$ cat src/rtl/mips_muldiv.sv
// Iterative MIPS HI/LO multiply/divide unit: WIDTH-cycle shift-add multiply or
// restoring divide on operand magnitudes, followed by one sign-correction cycle.
module mips_muldiv #(
    parameter int WIDTH = 32
) (
    input  logic             clk,
    input  logic             rst,
    input  logic             start,
    input  logic [1:0]       op,
    input  logic [WIDTH-1:0] a,
    input  logic [WIDTH-1:0] b,
    input  logic             read_hilo,
    input  logic             we_hi,
    input  logic             we_lo,
    input  logic [WIDTH-1:0] wdata,
    input  logic             flush,
    output logic [WIDTH-1:0] hi,
    output logic [WIDTH-1:0] lo,
    output logic             busy,
    output logic             done,
    output logic             stall
);

    localparam int CW = $clog2(WIDTH);
    localparam logic [CW-1:0] LAST = CW'(WIDTH - 1);

    typedef enum logic [1:0] {IDLE, RUN, FIX} state_t;

    state_t               state_reg;
    logic [CW-1:0]        cnt_reg;
    logic                 is_div_reg;
    logic                 neg_q_reg;
    logic                 neg_r_reg;
    logic [WIDTH-1:0]     a_raw_reg;
    logic [WIDTH-1:0]     mag_b_reg;
    logic [2*WIDTH-1:0]   work_reg;

    logic                 sign_a;
    logic                 sign_b;
    logic [WIDTH-1:0]     mag_a;
    logic [WIDTH-1:0]     mag_b;
    logic [WIDTH:0]       add_sum;
    logic [WIDTH:0]       rem_sh;
    logic [WIDTH:0]       sub_diff;
    logic [2*WIDTH-1:0]   step_next;
    logic [2*WIDTH-1:0]   prod_fix;
    logic [WIDTH-1:0]     quot_fix;
    logic [WIDTH-1:0]     rem_fix;
    logic [WIDTH-1:0]     res_hi;
    logic [WIDTH-1:0]     res_lo;

    // op[0]=0 selects the signed variants (MULT/DIV)
    always_comb begin
        sign_a = ~op[0] & a[WIDTH-1];
        sign_b = ~op[0] & b[WIDTH-1];
        mag_a  = sign_a ? -a : a;
        mag_b  = sign_b ? -b : b;
    end

    // work_reg holds {partial product, multiplier} or {remainder, quotient}
    always_comb begin
        add_sum  = {1'b0, work_reg[2*WIDTH-1:WIDTH]} + (work_reg[0] ? {1'b0, mag_b_reg} : '0);
        rem_sh   = {work_reg[2*WIDTH-1:WIDTH], work_reg[WIDTH-1]};
        sub_diff = rem_sh - {1'b0, mag_b_reg};
        if (!is_div_reg) begin
            step_next = {add_sum, work_reg[WIDTH-1:1]};
        end else if (sub_diff[WIDTH]) begin
            step_next = {rem_sh[WIDTH-1:0], work_reg[WIDTH-2:0], 1'b0};
        end else begin
            step_next = {sub_diff[WIDTH-1:0], work_reg[WIDTH-2:0], 1'b1};
        end
    end

    always_comb begin
        prod_fix = neg_q_reg ? -work_reg : work_reg;
        quot_fix = neg_q_reg ? -work_reg[WIDTH-1:0] : work_reg[WIDTH-1:0];
        rem_fix  = neg_r_reg ? -work_reg[2*WIDTH-1:WIDTH] : work_reg[2*WIDTH-1:WIDTH];
        res_hi   = prod_fix[2*WIDTH-1:WIDTH];
        res_lo   = prod_fix[WIDTH-1:0];
        if (is_div_reg) begin
            // divide by zero reports the raw dividend and an all-ones quotient
            if (mag_b_reg == '0) begin
                res_hi = a_raw_reg;
                res_lo = '1;
            end else begin
                res_hi = rem_fix;
                res_lo = quot_fix;
            end
        end
    end

    always_ff @(posedge clk or posedge rst) begin
        if (rst) begin
            state_reg  <= IDLE;
            cnt_reg    <= '0;
            is_div_reg <= 1'b0;
            neg_q_reg  <= 1'b0;
            neg_r_reg  <= 1'b0;
            a_raw_reg  <= '0;
            mag_b_reg  <= '0;
            work_reg   <= '0;
            hi         <= '0;
            lo         <= '0;
            done       <= 1'b0;
        end else begin
            done <= 1'b0;
            case (state_reg)
                IDLE: begin
                    if (we_hi) hi <= wdata;
                    if (we_lo) lo <= wdata;
                    if (start && !flush) begin
                        is_div_reg <= op[1];
                        neg_q_reg  <= sign_a ^ sign_b;
                        neg_r_reg  <= sign_a;
                        a_raw_reg  <= a;
                        mag_b_reg  <= mag_b;
                        work_reg   <= {{WIDTH{1'b0}}, mag_a};
                        cnt_reg    <= '0;
                        state_reg  <= RUN;
                    end
                end
                RUN: begin
                    if (flush) begin
                        state_reg <= IDLE;
                    end else begin
                        work_reg <= step_next;
                        cnt_reg  <= cnt_reg + 1'b1;
                        if (cnt_reg == LAST) state_reg <= FIX;
                    end
                end
                FIX: begin
                    state_reg <= IDLE;
                    if (!flush) begin
                        hi   <= res_hi;
                        lo   <= res_lo;
                        done <= 1'b1;
                    end
                end
                default: state_reg <= IDLE;
            endcase
        end
    end

    assign busy  = (state_reg != IDLE);
    assign stall = busy & (start | read_hilo | we_hi | we_lo);

endmodule

$ cat config.mk
export PLATFORM = sky130hd
export DESIGN_NAME = mips_muldiv
export DESIGN_NICKNAME = d
export VERILOG_FILES = /design/src/rtl/mips_muldiv.sv
export SDC_FILE = /design/constraint.sdc
export NUM_CORES = 1
export LEC_CHECK = 0
export CELL_PAD_IN_SITES_DETAIL_PLACEMENT = 0
export CELL_PAD_IN_SITES_GLOBAL_PLACEMENT = 2
export CORE_MARGIN = 2
export CORE_UTILIZATION = 37
export CTS_CLUSTER_DIAMETER = 50
export DETAILED_ROUTE_END_ITERATION = 7
export PLACE_DENSITY = 0.86
export REMOVE_ABC_BUFFERS = 1
export SLEW_MARGIN = 15
export SYNTH_ARGS = -nofsm -noshare
export SYNTH_HDL_FRONTEND = slang
export SYNTH_SLANG_ARGS = --single-unit
export TNS_END_PERCENT = 30
$ cat constraint.sdc
create_clock -name clk -period 14.8 [get_ports clk]
set_input_delay 2.22 -clock clk [delete_from_list [all_inputs] [get_ports clk]]
set_output_delay 2.22 -clock clk [all_outputs]
set_load 0.02 [all_outputs]
==> results of run 1 <==
## where the power goes
part	switching (mW)	leakage [nW]	total (mW)	internal [mW]
Sequential	0.243	2.51	0.927	0.684
Combinational	1.05	5.34	1.78	0.724
Clock	0.309	0.607	0.862	0.553
Total	1.61	8.45	3.57	1.96
## cell usage after synthesis, drive strengths merged (19+ instances only)
library cell	n
o31ai	29
dfrtp	203
o22ai	36
o211ai	19
a21o	31
mux2i	50
a31oi	22
nor4	32
ha	70
inv	74
buf	25
o21ai	259
nand2	362
nor2	159
xor2	76
a211oi	21
nand2b	26
or3	23
nand3	40
nor3	45
xnor2	100
a21oi	150
clkbuf	116
## layer usage
layer / up-vias / track usage, %
met4: 2 / 10.0
met3: 98 / 2.88
met1: 7649 / 33.8
met2: 418 / 42.3
met5: - / 0
li1: 7869 / -
## layout make-up
cell class	count	area [µm²]
clock buffer	48	1050
clock inverter	18	201
fill	4469	24400
inverter	74	285
multi-input combinational	1741	10600
sequential	203	5080
tap	592	741
timing repair buffer	196	1900
## metrics by stage
step	area, µm²	utilization (%)	hold WS, ns
3_5_place_dp	18600	42.1	0.458
5_1_grt	19900	44.9	0.500
3_3_place_gp	18600	42.1	0.456
6_report	19900	44.9	0.471
2_1_floorplan	15900	-	0.440
4_1_cts	19900	44.9	0.472
## worst paths after layout
check | to | slack, ns | depth (start not counted)
worst min-delay path | lo[12]$_DFFE_PP0P_ | 0.47 | 1
max in group asynchronous | is_div_reg$_DFFE_PP0P_ | 10.51 | 4
worst min register to register | lo[12]$_DFFE_PP0P_ | 0.47 | 1
worst max register to register | hi[6]$_DFFE_PP0P_ | 9.91 | 11
worst max-delay path | stall | 9.02 | 4
min in group asynchronous | lo[8]$_DFFE_PP0P_ | 2.12 | 2
## kinds of logic after synthesis
| kind of cell | Yosys count | share of synthesized area (%) |
|---|---|---|
| AO/OA/AOI/OAI | 670 | 24.5 |
| XOR/XNOR | 176 | 9.32 |
| adder cells (fa/ha/maj) | 72 | 5.54 |
| buffers and inverters | 216 | 5.52 |
| flip-flops | 203 | 30.7 |
| multiplexers | 51 | 3.09 |
| AND/OR/NAND/NOR | 772 | 21.4 |
==> key figures, run 1 <==
Status
  – Status: complete, no violations

Min path
  – Hold Crit Start: lo[12]$_DFFE_PP0P_
  – Hold Crit Class: reg2reg

Clock network
  – Setup Fix Bufs, Post-CTS: 0
  – CTS tree: built
  – Clock-pin slew on the worst setup and hold paths: approximately 0.05 ns
  – Resized Gates After CTS: 0
  – CTS Root Cell: clkbuf_16
  – H-tree levels: 2
  – Clk Latency, worst-skew pair: between 0.5 and 0.6 ns
  – Cts bufs inserted: 37
  – CTS max path bufs: 3
  – Sink Count: between 200 and 250
  – Hold buffer count at cts: 0

Final layout
  – Max FFs per register: 64
  – Final std cells w/o fill: 2872
  – Synth-to-Final Area Change: 20.1%
  – Most common cell after layout, fill and taps aside: nand2_1
  – Final Net Count: 2430
  – Share of cells above drive strength 1: under 10%
  – N_diodes: 0
  – Commonest cells after routing, fill and taps aside: 362 x nand2_1, 251 x o21ai_0, 201 x dfrtp_1

Floorplanning
  – Core Area: between 0.04 and 0.05 mm²
  – Io pins: roughly 170
  – Die height: between 200 and 250 µm
  – Initial cell density of the core: 37.4%
  – Die X: around 220 µm
  – Std cell rows: 77
  – Die area: roughly 0.046 mm²

Yosys
  – Yosys top cell area share: between 30% and 40%
  – Synthesized flop and latch total: between 200 and 250
  – Distinct cells, synth: 83
  – Yosys top cell by area: dfrtp_1
  – Most used DFF post-synth: dfrtp_1
  – Sequential fraction of the synthesis area: a little under a third
  – Synth Area per Inst: 7.66 µm²
  – Post-Syn Area: around 0.017 mm²
  – YS warnings: 0
  – Ranking of synthesized cells by area: dfrtp_1 31%, nand2_1 8.2%, o21ai_0 7.6%
  – Number of synthesized flops with an enable pin: 0
  – Syn Inst Count: around 2200
  – Asr flop ratio synth: 100%

Route
  – Drt total wl: just under 60000 µm
  – Detail Route met2 WL: between 20000 and 30000 µm
  – Vias/cell: 5.58
  – Wl on met1: between 20000 and 30000 µm
  – DR iter-0 viols: just under 1000
  – Routed wl met3: around 2600 µm
  – Drt first pass iters: 5
  – WL/cell: ~21 µm
  – Antenna Nets Post-Route: 0
  – Uppermost layer routed: met5
  – Drt drc: 0
  – Via Count: 16000

STA
  – Slew headroom: ~23%
  – Minimum clock period after layout: 5.78 ns
  – Worst-margin pin slew: approximately 1.1 ns
  – Skew final: about 0.029 ns
  – Fmax: between 150 and 200 MHz
  – Final setup viols: 0
  – Final hold violations: 0
  – RSZ-0062 raised after global routing: no
  – TNS Setup: 0 ns
  – Post-route setup slack: approximately 9.0 ns
  – Period Utilization, post-route: approximately two fifths
  – Max Slew Vio Count: 0

Global route
  – All-layer global routing usage: 25.4%
  – Grt ovf: 0
  – Initial antenna violation count: 1
  – Vias in the first global route: between 15000 and 20000
  – Largest net degree at the start of global routing: 87
  – Global-route wire length before repair: between 90000 and 100000 µm

Worst setup path
  – Setup crit end kind: output pin
  – Worst r2r src: work_reg[0]$_DFFE_PP0P_
  – Max stage delay cell, worst path: clkdlybuf4s50_1
  – CP arrival: around 3.6 ns
  – Crit start category: input pin
  – CP bufs+invs: 2
  – Req. time, crit path: 12.58 ns
  – Crit-path max FO: 3
  – Most Frequent Cell on Critical Path: clkdlybuf4s50_1
  – Slowest stage delay, CP: approximately 0.55 ns
  – Critical path type: in2out
  – Crit path max-delay family: buffers and inverters
  – CP startpoint: start
  – Critical path, cell by cell: clkdlybuf4s50_1 > nor4_1 > nor2_1 > clkdlybuf4s50_1

Placed design
  – RD Place Congestion: about 0.87
  – Post-DP HPWL: 44200 µm
  – Port bufs: ~170
  – Placed Instances: 2806
  – Dpl ws: ~9 ns

Pwr
  – Leakage: roughly 8.5 nW
  – Cell Pwr Density: roughly 180 mW/mm²
  – Max VDD drop: about 77 µV
  – Total power draw: roughly 3.6 mW

Run
  – Max-cap violations: 0
Note: power is estimated with default switching activity, not from simulation.
==> run 2, diff against run 1 <==
--- a/config.mk
+++ b/config.mk
@@ -8,10 +8,10 @@
 export CELL_PAD_IN_SITES_DETAIL_PLACEMENT = 0
 export CELL_PAD_IN_SITES_GLOBAL_PLACEMENT = 2
 export CORE_MARGIN = 2
-export CORE_UTILIZATION = 37
+export CORE_UTILIZATION = 34
 export CTS_CLUSTER_DIAMETER = 50
 export DETAILED_ROUTE_END_ITERATION = 7
-export PLACE_DENSITY = 0.86
+export PLACE_DENSITY = 0.8
 export REMOVE_ABC_BUFFERS = 1
 export SLEW_MARGIN = 15
 export SYNTH_ARGS = -nofsm -noshare
==> constraint.sdc (replaced) <==
create_clock -name clk -period 5.5 [get_ports clk]
set_input_delay 0.825 -clock clk [delete_from_list [all_inputs] [get_ports clk]]
set_output_delay 0.825 -clock clk [all_outputs]
set_load 0.02 [all_outputs]
==> run 2 against run 1 <==
Combinational power grew to 2.8 times the previous value. Critical endpoint is now work_reg[56]$_DFFE_PP0P_. Critical path type is now reg2reg. Sequential power grew to 2.7 times the previous value. Highest routed layer is now met4. Utilization fell by 3.3 points. Largest power group unchanged.
==> key figures, run 2 (synthesized netlist as in run 1, its figures left out) <==
Clock network
  – Clock-pin slew on the worst setup and hold paths: 0.05 ns (about the same)
  – Hold buffer count at cts: 0 (unchanged)
  – CTS Root Cell: clkbuf_16
  – Clk Latency, worst-skew pair: 0.56 ns (about the same)
  – Setup Fix Bufs, Post-CTS: 0 (unchanged)
  – Resized Gates After CTS: 0 (unchanged)
  – CTS max path bufs: 3 (unchanged)
  – CTS tree: built
  – Sink Count: 203 (unchanged)
  – H-tree levels: 2 (unchanged)
  – Cts bufs inserted: 36 (-2.7%)

STA
  – Fmax: roughly 230 MHz
  – Skew final: 0.0227 ns (-0.00634 ns)
  – Slew headroom: 22.2% (-0.61 points)
  – RSZ-0062 raised after global routing: no
  – Minimum clock period after layout: 4.29 ns
  – Final hold violations: 0 (unchanged)
  – Period Utilization, post-route: between 70% and 80%
  – Post-route setup slack: 1.21 ns (-7.82 ns)
  – Max Slew Vio Count: 0 (unchanged)
  – Worst-margin pin slew: 1.17 ns (+0.0184 ns)
  – Final setup viols: 0 (unchanged)
  – TNS Setup: 0 ns (unchanged)

Floorplanning
  – Io pins: 172 (unchanged)
  – Die X: 225 µm (+4.2%)
  – Core Area: 0.0478 mm² (+8.2%)
  – Die area: 0.0504 mm² (+8.7%)
  – Die height: 225 µm (+4.2%)
  – Std cell rows: 80 (+3.9%)
  – Initial cell density of the core: 34.6% (-2.8 points)

Worst setup path
  – Worst r2r src: work_reg[0]$_DFFE_PP0P_
  – Crit path max-delay family: compound AO/OA/AOI/OAI gates
  – Critical path type: reg2reg
  – CP startpoint: work_reg[0]$_DFFE_PP0P_
  – Critical path, cell by cell: inv_1 > buf_4 > nor2_1 > ha_1 > a21o_1 > a21o_1 > a221o_1 > a21o_1 > a2111oi_0 > nor2_1 > a21oi_1 > mux2i_1 > o211ai_1
  – Slowest stage delay, CP: 0.84 ns (+0.29 ns)
  – Max stage delay cell, worst path: a2111oi_0
  – Crit start category: flip-flop
  – Setup crit end kind: flip-flop
  – Crit-path max FO: 30 (+27)
  – Most Frequent Cell on Critical Path: a21o_1
  – CP arrival: 4.71 ns (+1.15 ns)
  – CP bufs+invs: 2 (unchanged)
  – Req. time, crit path: 5.92 ns (-6.66 ns)

Route
  – Via Count: 16300 (+1.5%)
  – DR iter-0 viols: 1214 (+22%)
  – Drt total wl: 62200 µm (+4.4%)
  – Antenna Nets Post-Route: 0 (unchanged)
  – Drt drc: 0 (unchanged)
  – WL/cell: 21.4 µm (+3.2%)
  – Vias/cell: 5.60 (+0.35%)
  – Drt first pass iters: 5 (unchanged)

Placed design
  – Placed cell areas: 0.0187 mm² (+0.68%)
  – Port bufs: 171 (unchanged)
  – Dpl ws: 1.23 ns (-7.80 ns)
  – Post-DP HPWL: 46100 µm (+4.4%)
  – RD Place Congestion: 0.880 (+1.1%)
  – Placed Instances: 2842 (+1.3%)

Final layout
  – Synth-to-Final Area Change: 20.5%
  – Share of cells above drive strength 1: 6.24% (+0.54 points)
  – Multi-input gate area: 0.0106 mm² (unchanged)
  – Max FFs per register: 64 (unchanged)
  – Most common cell after layout, fill and taps aside: nand2_1
  – Final std cells w/o fill: 2906 (+1.2%)
  – Fin area: 0.0199 mm² (+0.35%)
  – Fill count: 4987 (+12%)
  – Final Net Count: 2443 (+0.53%)
  – Commonest cells after routing, fill and taps aside: 362 x nand2_1, 251 x o21ai_0, 201 x dfrtp_1
  – Flip-flop and latch area: 0.00508 mm² (unchanged)

Min path
  – Hold Crit Start: lo[25]$_DFFE_PP0P_
  – Hold Crit Class: reg2reg

Pwr
  – Total power draw: 9.58 mW (+170%)
  – Cell Pwr Density: 481 mW/mm² (+170%)
  – Max VDD drop: 196 µV (+150%)
  – Leakage: 8.49 nW (+0.44%)

Run
  – Max-cap violations: 0 (unchanged)

Global route
  – All-layer global routing usage: 24.6% (-0.85 points)
  – Vias in the first global route: 15900 (+0.39%)
  – Largest net degree at the start of global routing: 96 (+10%)
  – Initial antenna violation count: 1 (unchanged)
  – Grt ovf: 0 (unchanged)
  – Global-route wire length before repair: 95700 µm (+3.2%)

Status
  – Status: complete, no violations
[run 2: power by group]
| part | total [mW] | leakage, nW | switching [mW] | internal (mW) |
|---|---|---|---|---|
| clock network | 2.21 | 0.569 | 0.842 | 1.37 |
| registers | 2.47 | 2.51 | 0.635 | 1.84 |
| logic | 4.90 | 5.41 | 2.92 | 1.98 |
[run 2: per-stage QoR]
step,util (%),hold slack [ns]
6_report,41.7,0.474
5_1_grt,41.7,0.499
4_1_cts,41.6,0.478
3_5_place_dp,39.2,0.459
3_3_place_gp,39.2,0.454
2_1_floorplan,-,0.440
[run 2: worst register-to-register path: stages, from the launching register on]
cell and delay (ns):
dfrtp_1 0.51, inv_1 0.19, buf_4 0.35, nor2_1 0.11
ha_1 0.37, a21o_1 0.18, a21o_1 0.18, a221o_1 0.40
a21o_1 0.27, a2111oi_0 0.84, nor2_1 0.19, a21oi_1 0.21
mux2i_1 0.25, o211ai_1 0.12
[run 2: area by class of cell]
class / count / area share, %
Multi-Input combinational cell: 1741 / 53.2
Sequential cell: 203 / 25.5
Timing Repair Buffer: 210 / 10.1
Clock buffer: 41 / 4.87
Tap cell: 615 / 3.86
Inverter: 74 / 1.43
Clock inverter: 21 / 0.998
Antenna cell: 1 / 0.0126
[run 2: final timing paths]
path / to / slack, ns / cells after the start
max in group asynchronous: is_div_reg$_DFFE_PP0P_ / 3.55 / 3
min in group asynchronous: hi[9]$_DFFE_PP0P_ / 0.78 / 2
max reg2reg: work_reg[56]$_DFFE_PP0P_ / 1.21 / 13
min reg2reg: lo[25]$_DFFE_PP0P_ / 0.47 / 2
max: work_reg[56]$_DFFE_PP0P_ / 1.21 / 13
min: lo[25]$_DFFE_PP0P_ / 0.47 / 2
[run 2: per-layer routing]
metal | GRT usage [%] | part of all wire [%] | vias to the layer above
met5 | 0 | 0 | -
met4 | 7.58 | 2.8 | 0
met3 | 3.92 | 5.7 | 103
met2 | 40.4 | 46 | 513
met1 | 33.1 | 45 | 7779
li1 | - | - | 7888
